`src/rtl/aes128_host_if.sv`:
```
// aes128_host_if
// Byte-stream front end for an AES-128 core. A command byte, an optional
// 16-byte key and a 16-byte block arrive on a valid/ready byte stream. The
// block drives the core inputs and waits a fixed latency. It then returns
// the core result as 16 bytes on a transmit valid/ready stream.
// All multi-byte values are big-endian: the first byte on the wire is [127:120].
module aes128_host_if #(
    parameter int unsigned CORE_LATENCY = 11
) (
    input  logic         clk,
    input  logic         reset,
    input  logic         rx_valid,
    input  logic [7:0]   rx_data,
    output logic         rx_ready,
    output logic         tx_valid,
    output logic [7:0]   tx_data,
    input  logic         tx_ready,
    output logic         core_mode,
    output logic [127:0] core_key,
    output logic [127:0] core_in,
    input  logic [127:0] core_out,
    output logic         busy
);

    typedef enum logic [2:0] {
        IDLE = 3'd0,
        KEY  = 3'd1,
        MSG  = 3'd2,
        WAIT = 3'd3,
        SEND = 3'd4
    } state_t;

    // The counter runs CORE_LATENCY-1 down to 0, so the capture edge lands
    // exactly CORE_LATENCY edges after core_in is updated.
    localparam logic [7:0] WAIT_LOAD = 8'(CORE_LATENCY - 1);

    state_t         state_reg;
    state_t         state_next;

    logic           rx_ready_reg;
    logic           tx_valid_reg;
    logic [3:0]     rx_count_reg;
    logic [3:0]     tx_count_reg;
    logic [7:0]     wait_count_reg;
    logic [127:0]   asm_reg;
    logic [127:0]   shift_reg;
    logic           core_mode_reg;
    logic [127:0]   core_key_reg;
    logic [127:0]   core_in_reg;

    logic           rx_fire;
    logic           tx_fire;
    logic [127:0]   asm_shift;
    logic [127:0]   tx_shift;

    // FSM strobes produced by the next-state process
    logic           mode_load;
    logic           key_commit;
    logic           msg_commit;
    logic           out_capture;
    logic           rx_shift_en;
    logic           rx_phase_now;
    logic           rx_phase_next;

    assign rx_fire = rx_valid && rx_ready_reg;
    assign tx_fire = tx_valid_reg && tx_ready;

    // Byte-lane wiring: the assembly register shifts in at the bottom, the
    // transmit register shifts out at the top.
    genvar gi;
    generate
        for (gi = 0; gi < 15; gi++) begin : g_lane
            assign asm_shift[8*gi+15 -: 8] = asm_reg[8*gi+7 -: 8];
            assign tx_shift[8*gi+15 -: 8]  = shift_reg[8*gi+7 -: 8];
        end
    endgenerate
    assign asm_shift[7:0] = rx_data;
    assign tx_shift[7:0]  = 8'h00;

    // State register
    always_ff @(posedge clk or negedge reset) begin
        if (!reset) begin
            state_reg <= IDLE;
        end else begin
            state_reg <= state_next;
        end
    end

    // Next-state logic and per-cycle strobes
    always_comb begin
        state_next  = state_reg;
        mode_load   = 1'b0;
        key_commit  = 1'b0;
        msg_commit  = 1'b0;
        out_capture = 1'b0;
        rx_shift_en = 1'b0;
        case (state_reg)
            IDLE: begin
                if (rx_fire) begin
                    mode_load  = 1'b1;
                    state_next = rx_data[1] ? KEY : MSG;
                end
            end
            KEY: begin
                if (rx_fire) begin
                    rx_shift_en = 1'b1;
                    if (rx_count_reg == 4'd15) begin
                        key_commit = 1'b1;
                        state_next = MSG;
                    end
                end
            end
            MSG: begin
                if (rx_fire) begin
                    rx_shift_en = 1'b1;
                    if (rx_count_reg == 4'd15) begin
                        msg_commit = 1'b1;
                        state_next = WAIT;
                    end
                end
            end
            WAIT: begin
                if (wait_count_reg == 8'd0) begin
                    out_capture = 1'b1;
                    state_next  = SEND;
                end
            end
            SEND: begin
                if (tx_fire && (tx_count_reg == 4'd15)) begin
                    state_next = IDLE;
                end
            end
            default: begin
                state_next = IDLE;
            end
        endcase
    end

    // rx_ready is granted only while both the current and the next state
    // accept bytes: it drops on the edge taking the last MSG byte, and
    // returns one cycle after SEND hands back to IDLE (and one edge after reset).
    assign rx_phase_now  = (state_reg == IDLE) || (state_reg == KEY) || (state_reg == MSG);
    assign rx_phase_next = (state_next == IDLE) || (state_next == KEY) || (state_next == MSG);

    // Handshake flags
    always_ff @(posedge clk or negedge reset) begin
        if (!reset) begin
            rx_ready_reg <= 1'b0;
            tx_valid_reg <= 1'b0;
        end else begin
            rx_ready_reg <= rx_phase_now && rx_phase_next;
            tx_valid_reg <= (state_next == SEND);
        end
    end

    // Receive byte counter and assembly register
    always_ff @(posedge clk or negedge reset) begin
        if (!reset) begin
            rx_count_reg <= 4'd0;
            asm_reg      <= '0;
        end else if (rx_shift_en) begin
            rx_count_reg <= rx_count_reg + 4'd1;
            asm_reg      <= asm_shift;
        end
    end

    // Core-facing registers: only ever written with complete values
    always_ff @(posedge clk or negedge reset) begin
        if (!reset) begin
            core_mode_reg <= 1'b0;
            core_key_reg  <= '0;
            core_in_reg   <= '0;
        end else begin
            if (mode_load) begin
                core_mode_reg <= rx_data[0];
            end
            if (key_commit) begin
                core_key_reg <= asm_shift;
            end
            if (msg_commit) begin
                core_in_reg <= asm_shift;
            end
        end
    end

    // Core latency counter
    always_ff @(posedge clk or negedge reset) begin
        if (!reset) begin
            wait_count_reg <= 8'd0;
        end else if (msg_commit) begin
            wait_count_reg <= WAIT_LOAD;
        end else if ((state_reg == WAIT) && (wait_count_reg != 8'd0)) begin
            wait_count_reg <= wait_count_reg - 8'd1;
        end
    end

    // Transmit shift register and byte counter
    always_ff @(posedge clk or negedge reset) begin
        if (!reset) begin
            shift_reg    <= '0;
            tx_count_reg <= 4'd0;
        end else if (out_capture) begin
            shift_reg    <= core_out;
            tx_count_reg <= 4'd0;
        end else if ((state_reg == SEND) && tx_fire) begin
            shift_reg    <= tx_shift;
            tx_count_reg <= tx_count_reg + 4'd1;
        end
    end

    assign rx_ready  = rx_ready_reg;
    assign tx_valid  = tx_valid_reg;
    assign tx_data   = shift_reg[127:120];
    assign core_mode = core_mode_reg;
    assign core_key  = core_key_reg;
    assign core_in   = core_in_reg;
    assign busy      = (state_reg != IDLE);

endmodule

```
`config.mk`:
```
export PLATFORM = sky130hd
export DESIGN_NAME = aes128_host_if
export DESIGN_NICKNAME = d
export VERILOG_FILES = /design/src/rtl/aes128_host_if.sv
export SDC_FILE = /design/constraint.sdc
export NUM_CORES = 1
export LEC_CHECK = 0
export BUFFER_PORTS_ARGS = -buffer_cell sky130_fd_sc_hd__buf_2
export CORE_MARGIN = 2
export CORE_UTILIZATION = 52
export CTS_BUF_LIST = sky130_fd_sc_hd__clkbuf_4
export CTS_CLUSTER_DIAMETER = 50
export DETAILED_ROUTE_END_ITERATION = 7
export MAX_ROUTING_LAYER = met4
export PLACE_DENSITY = 0.78
export SYNTH_ARGS = -nofsm -noshare
export SYNTH_HDL_FRONTEND = slang
export SYNTH_SLANG_ARGS = --single-unit
```
`constraint.sdc`:
```
create_clock -name clk -period 2 [get_ports clk]
set_input_delay 0.4 -clock clk [delete_from_list [all_inputs] [get_ports clk]]
set_output_delay 0.4 -clock clk [all_outputs]
set_load 0.02 [all_outputs]
```
=== After elaboration in Yosys (flattened, before gate mapping) ===
Cells that the tools add are included.

* Register bits: 526
* Bits of input ports: 140
* Output and inout port bits: 268
* Word-level logic and storage cells: 65

* Add/subtract/negate cells: 3
* Equality and inequality tests: 9
* Multiplexer cells: 24
* Reductions and logical operators: 18

{| class="wikitable"
|+ Operators with widths
! kind !! number
|-
| $mux 128 || 2
|-
| $mux 3 || 7
|-
| $mux 8 || 2
|-
| $pmux 3 s5 || 1
|-
| $eq 3x2->1 const B || 3
|-
| $mux 1 || 9
|-
| $add 4x1->4 const B || 2
|-
| $eq 4x4->1 const B || 2
|-
| $logic_not 8->1 || 1
|-
| $mux 4 || 2
|-
| $reduce_bool 8->1 || 1
|-
| $sub 8x1->8 const B || 1
|-
| $eq 3x1->1 const B || 2
|-
| $eq 3x3->1 const B || 2
|-
| $logic_and 1x1->1 || 6
|-
| $logic_not 3->1 || 2
|-
| $logic_or 1x1->1 || 4
|-
| $reduce_bool 2->1 || 2
|-
| $reduce_bool 3->1 || 1
|-
| $mux 2 || 1
|-
| $reduce_or 2->1 || 1
|}

=== Depth between registers and ports, before layout ===
* Word-level depth: 8
* Mapped depth: 9
* Mapped depth without buffers: 5

=== Least setup slack after synthesis ===
Ideal clock, no wire load.

* Path kind: register to register
* Start: reg wait_count_reg[0]
* End: reg shift_reg[119]
* Library setup time: 124 ps
* Arrival: 1744 ps
* Data required time: 1876 ps
* Slack: 132 ps
* Stages on the path, launching flop included: 10
* Path buffers: 4
* Clock period less this slack: 1868 ps
* Cell sequence: dfrtp_1 > inv_1 > ha_1 > and4b_1 > clkbuf_1 > and3_1 > buf_2 > buf_6 > buf_6 > o31a_1

* Word-level cells in the longest chain between the ends: 4
* Elaborated cells on any way between the ends: 5
* Those cells by class: 3 x mux; 2 x reduce/logical

{| class="wikitable"
|+ RTL lines
! item !! RTL line !! source
|-
| from (decl) || 44 || <nowiki>logic [7:0] wait_count_reg;</nowiki>
|-
| from (signal assigned) || 193 || <nowiki>wait_count_reg <= wait_count_reg - 8'd1;</nowiki>
|-
| $logic_not 8->1 (*) || 123 || <nowiki>if (wait_count_reg == 8'd0) begin</nowiki>
|-
| $mux 1 (*) || 123 ||
|-
| $mux 1 (*) || 97 || <nowiki>case (state_reg)</nowiki>
|-
| $mux 128 / $reduce_bool 2->1 (equally long branches) || n/a ||
|-
| to (signal assigned) || 203 || <nowiki>shift_reg <= core_out;</nowiki>
|-
| to (signal assigned) || 206 || <nowiki>shift_reg <= tx_shift;</nowiki>
|-
| to (decl) || 46 || <nowiki>logic [127:0] shift_reg;</nowiki>
|}

Every way passes the cells marked *; elsewhere a longest branch is shown, timed or not.
A chain may end at the register's enable or synchronous reset.

=== Worst setup path after layout ===
* Start: reg state_reg[1]
* End: out busy

* Word-level cells in the longest chain between the ends: 1

{| class="wikitable"
|+ RTL lines
! item !! RTL line !! source
|-
| from (decl) || 37 || <nowiki>state_t state_reg;</nowiki>
|-
| from (signal assigned) || 85 || <nowiki>state_reg <= state_next;</nowiki>
|-
| $reduce_bool 3->1 || 217 || <nowiki>assign busy = (state_reg != IDLE);</nowiki>
|-
| to (decl) || 22 || <nowiki>output logic busy</nowiki>
|}

No other way between the ends.

==> key figures <==
Worst setup path
  – Critical path peak fanout: 2
  – Critical path class: flop to primary output
  – Crit path launch type: flop
  – CP required: ~1.6 ns
  – RR Startpoint: wait_count_reg[0]
  – Reg2reg setup slack: 0 ns
  – Setup crit end kind: primary output
  – Critical path arrival: slightly above 2 ns
  – Depth of the worst register-to-register path: 7
  – FF-to-FF End: shift_reg[8]

Power and ir drop
  – Leak pwr: 14.97 nW
  – VDD IR-drop max: 627.2 uV
  – Total power: 23.97 mW
  – PwrDens: between 700 and 800 nW/um^2

GRT
  – GRT Residual Overflow: 0
  – Initial antenna violation count: 8
  – First-pass GRT wire length: between 100000 and 150000 um
  – Number of global-route vias before repair: ~19000
  – Largest net degree at the start of global routing: approximately 120
  – Total Routing Usage GR: 0.3259

Clock network
  – Cts bufs inserted: 139
  – Clk root buf: clkbuf_4
  – CTS tree: done
  – Buffer depth of the longest clock path: 3
  – Clock latency at the later pin of the worst-skew pair: ~1.0 ns
  – H-tree depth: 4
  – TritonCTS Sinks: 526
  – CTS clk-pin slew, worst paths: around 0.080 ns

Logic synthesis
  – Gate Count Post-Synth: 1658
  – Synth area leaders: dfrtp_1 59%, mux2_2 19%, nand4_1 3.7%
  – Most frequent cell after synthesis: dfrtp_1
  – Post-synth top area share: 0.5949
  – Synth top cells by count: 526 x dfrtp_1, 378 x mux2_2, 130 x nand4_1, 124 x inv_1, 123 x nand3_1
  – Post-synth EDFFs: 0
  – Syn avg cell area: 13.34 sq um
  – Main synth FF type: dfrtp_1
  – Yosys warns: 0
  – FF+latch count, synth: around 530
  – Post-synthesis sequential area ratio: 0.5949
  – Post-synth top area cell: dfrtp_1
  – Syn_nets: roughly 1800
  – Synth unique cells: just over 50
  – Mapped Area: around 22000 sq um
  – Async set-reset flop share out of synthesis: 1.000

Floorplan
  – Row Count: 75
  – Area of the die: roughly 44000 sq um
  – Die Span Y: between 200 and 250 um
  – Core box area: ~42000 sq um
  – Die W: roughly 210 um
  – Top Ports: between 400 and 500
  – Initial Utilization: 0.5275

Hold path
  – Endpoint, Worst Hold: shift_reg[56]
  – Hold path cells: 4
  – Hold Path Origin: core_out[56]
  – Worst hold path class: primary input to flop

Layout
  – Number of fill cells in the layout: between 2000 and 2500
  – Final core utilization: 0.7208
  – Post-route cell area: 30240 sq um
  – Layout cells sized above 1: 0.4867
  – Non-filler cells, final: roughly 3000
  – Final nets: around 2500
  – Synthesis-to-layout area growth: 36.66%

Timing
  – Max Clk Rate: around 400 MHz
  – Worst slew pin tran: ~0.57 ns
  – Max_slew headroom: 0.6181
  – Final Max Slew Viols: 0
  – Final setup violation count: 12
  – RSZ-0062 raised after global routing: true
  – Worst setup margin: -0.4638 ns
  – Total negative slack: -0.5542 ns
  – Tcrit/Tclk final: 1.232
  – Fin crit period: around 2.5 ns
  – Clk_skew: about 0.085 ns
  – Final Hold Fails: 0

Detailed routing
  – Post-route ant nets: 0
  – Final WL: between 70000 and 80000 um
  – Via Count: 17990
  – Routed vias/inst: 6.098
  – DRC: 2
  – DRT iter0 DRCs: 2469
  – DR WL/cell: approximately 25 um
  – 1st-pass router iterations: 8

Placed design
  – I/O Buffers: around 400
  – Post-DP Area: between 20000 and 25000 sq um
  – DP HPWL: around 37000 um
  – Placer congestion estimate: between 0.8 and 0.9
  – Cells after DPL: about 2500

Outcome
  – Status: finished, violations left
  – Failing checks: DRC, setup timing

Run
  – Max Cap Viol: 0
repair_timing:
item	CTS	global route
hold buffers	141	0
endpoints found under the hold margin	690	0
setup endpoints to repair	214	286
gates cloned	0	11
pin swaps	0	2
gates resized for setup	427	74
buffers inserted	24	30
kinds of logic after synthesis:
logic type,synth area share
flip-flops,0.5949
multiplexers,0.1937
XOR/XNOR,0.001584
AND/OR/NAND/NOR,0.07821
buffers and inverters,0.05401
AO/OA/AOI/OAI,0.07584
adder cells (fa/ha/maj),0.001697
stage by stage:
| step | hold slack (ns) | setup slack (ns) |
|---|---|---|
| 6_report | 0.1701 | -0.4638 |
| 5_1_grt | 0.1421 | -0.5240 |
| 4_1_cts | 0.09736 | -0.5351 |
| 3_5_place_dp | 0.3100 | 0.04168 |
| 3_3_place_gp | 0.3118 | 0.1128 |
| 2_1_floorplan | 0.1044 | 0.1324 |
layout make-up:
cell class              instances  area, sq um  share of cell area
well taps                     539        674.4             0.02230
multi-input cells             854         7846              0.2595
clock buffers                 176         1321             0.04370
repair buffers                669         6420              0.2123
inverters                     124        465.4             0.01539
flip-flops and latches        526        13170              0.4356
diodes                          9        22.52           0.0007448
clock inverters                53        316.6             0.01047
where the power goes:
group	leakage (nW)	total [mW]	switching (mW)	internal, mW
registers	7.29	11.5	0.367	11.2
logic	6.72	2.84	1.61	1.22
clock network	0.963	9.60	5.07	4.54
worst max-delay path by stage:
| stage | slack [ns] | depth (start not counted) | from | to |
|---|---|---|---|---|
| after floorplan | 0.13 | 9 | wait_count_reg[0] | shift_reg[119] |
| final | -0.46 | 3 | state_reg[1] | busy |
| after CTS | -0.54 | 3 | state_reg[1] | busy |
| after global routing | -0.52 | 3 | state_reg[1] | busy |
| after detailed placement | 0.04 | 4 | state_reg[0] | asm_reg[28] |
| after global placement | 0.11 | 4 | state_reg[0] | asm_reg[67] |
critical path, cell delays in order (launching register included):
cell and delay, ns:
dfrtp_2 0.42, buf_6 0.12, or3_4 0.37, buf_6 0.15
cell usage in the layout, fill, tap and decap left out, types with 30 or more instances in the layout:
master | synthesis | final
buf_2 | 46 | 182
dlygate4sd3_1 | 0 | 140
o311ai_0 | 74 | 43
inv_1 | 124 | 124
mux2_2 | 378 | 378
nand4_1 | 130 | 130
clkbuf_4 | 0 | 176
buf_6 | 2 | 225
buf_4 | 21 | 76
clkinv_1 | 0 | 33
o311ai_2 | 40 | 43
nand3_1 | 123 | 123
dfrtp_1 | 526 | 522
o311ai_1 | 5 | 33
buf_12 | 0 | 30
per-layer routing:
layer | vias to the layer above | GRT usage | part of all wire
li1 | 7466 | - | -
met1 | 8981 | 0.3723 | 0.35
met2 | 1208 | 0.5122 | 0.50
met3 | 333 | 0.1085 | 0.096
met4 | 0 | 0.1724 | 0.054
met5 | - | - | 0
Power figures use the tool's default switching activity.
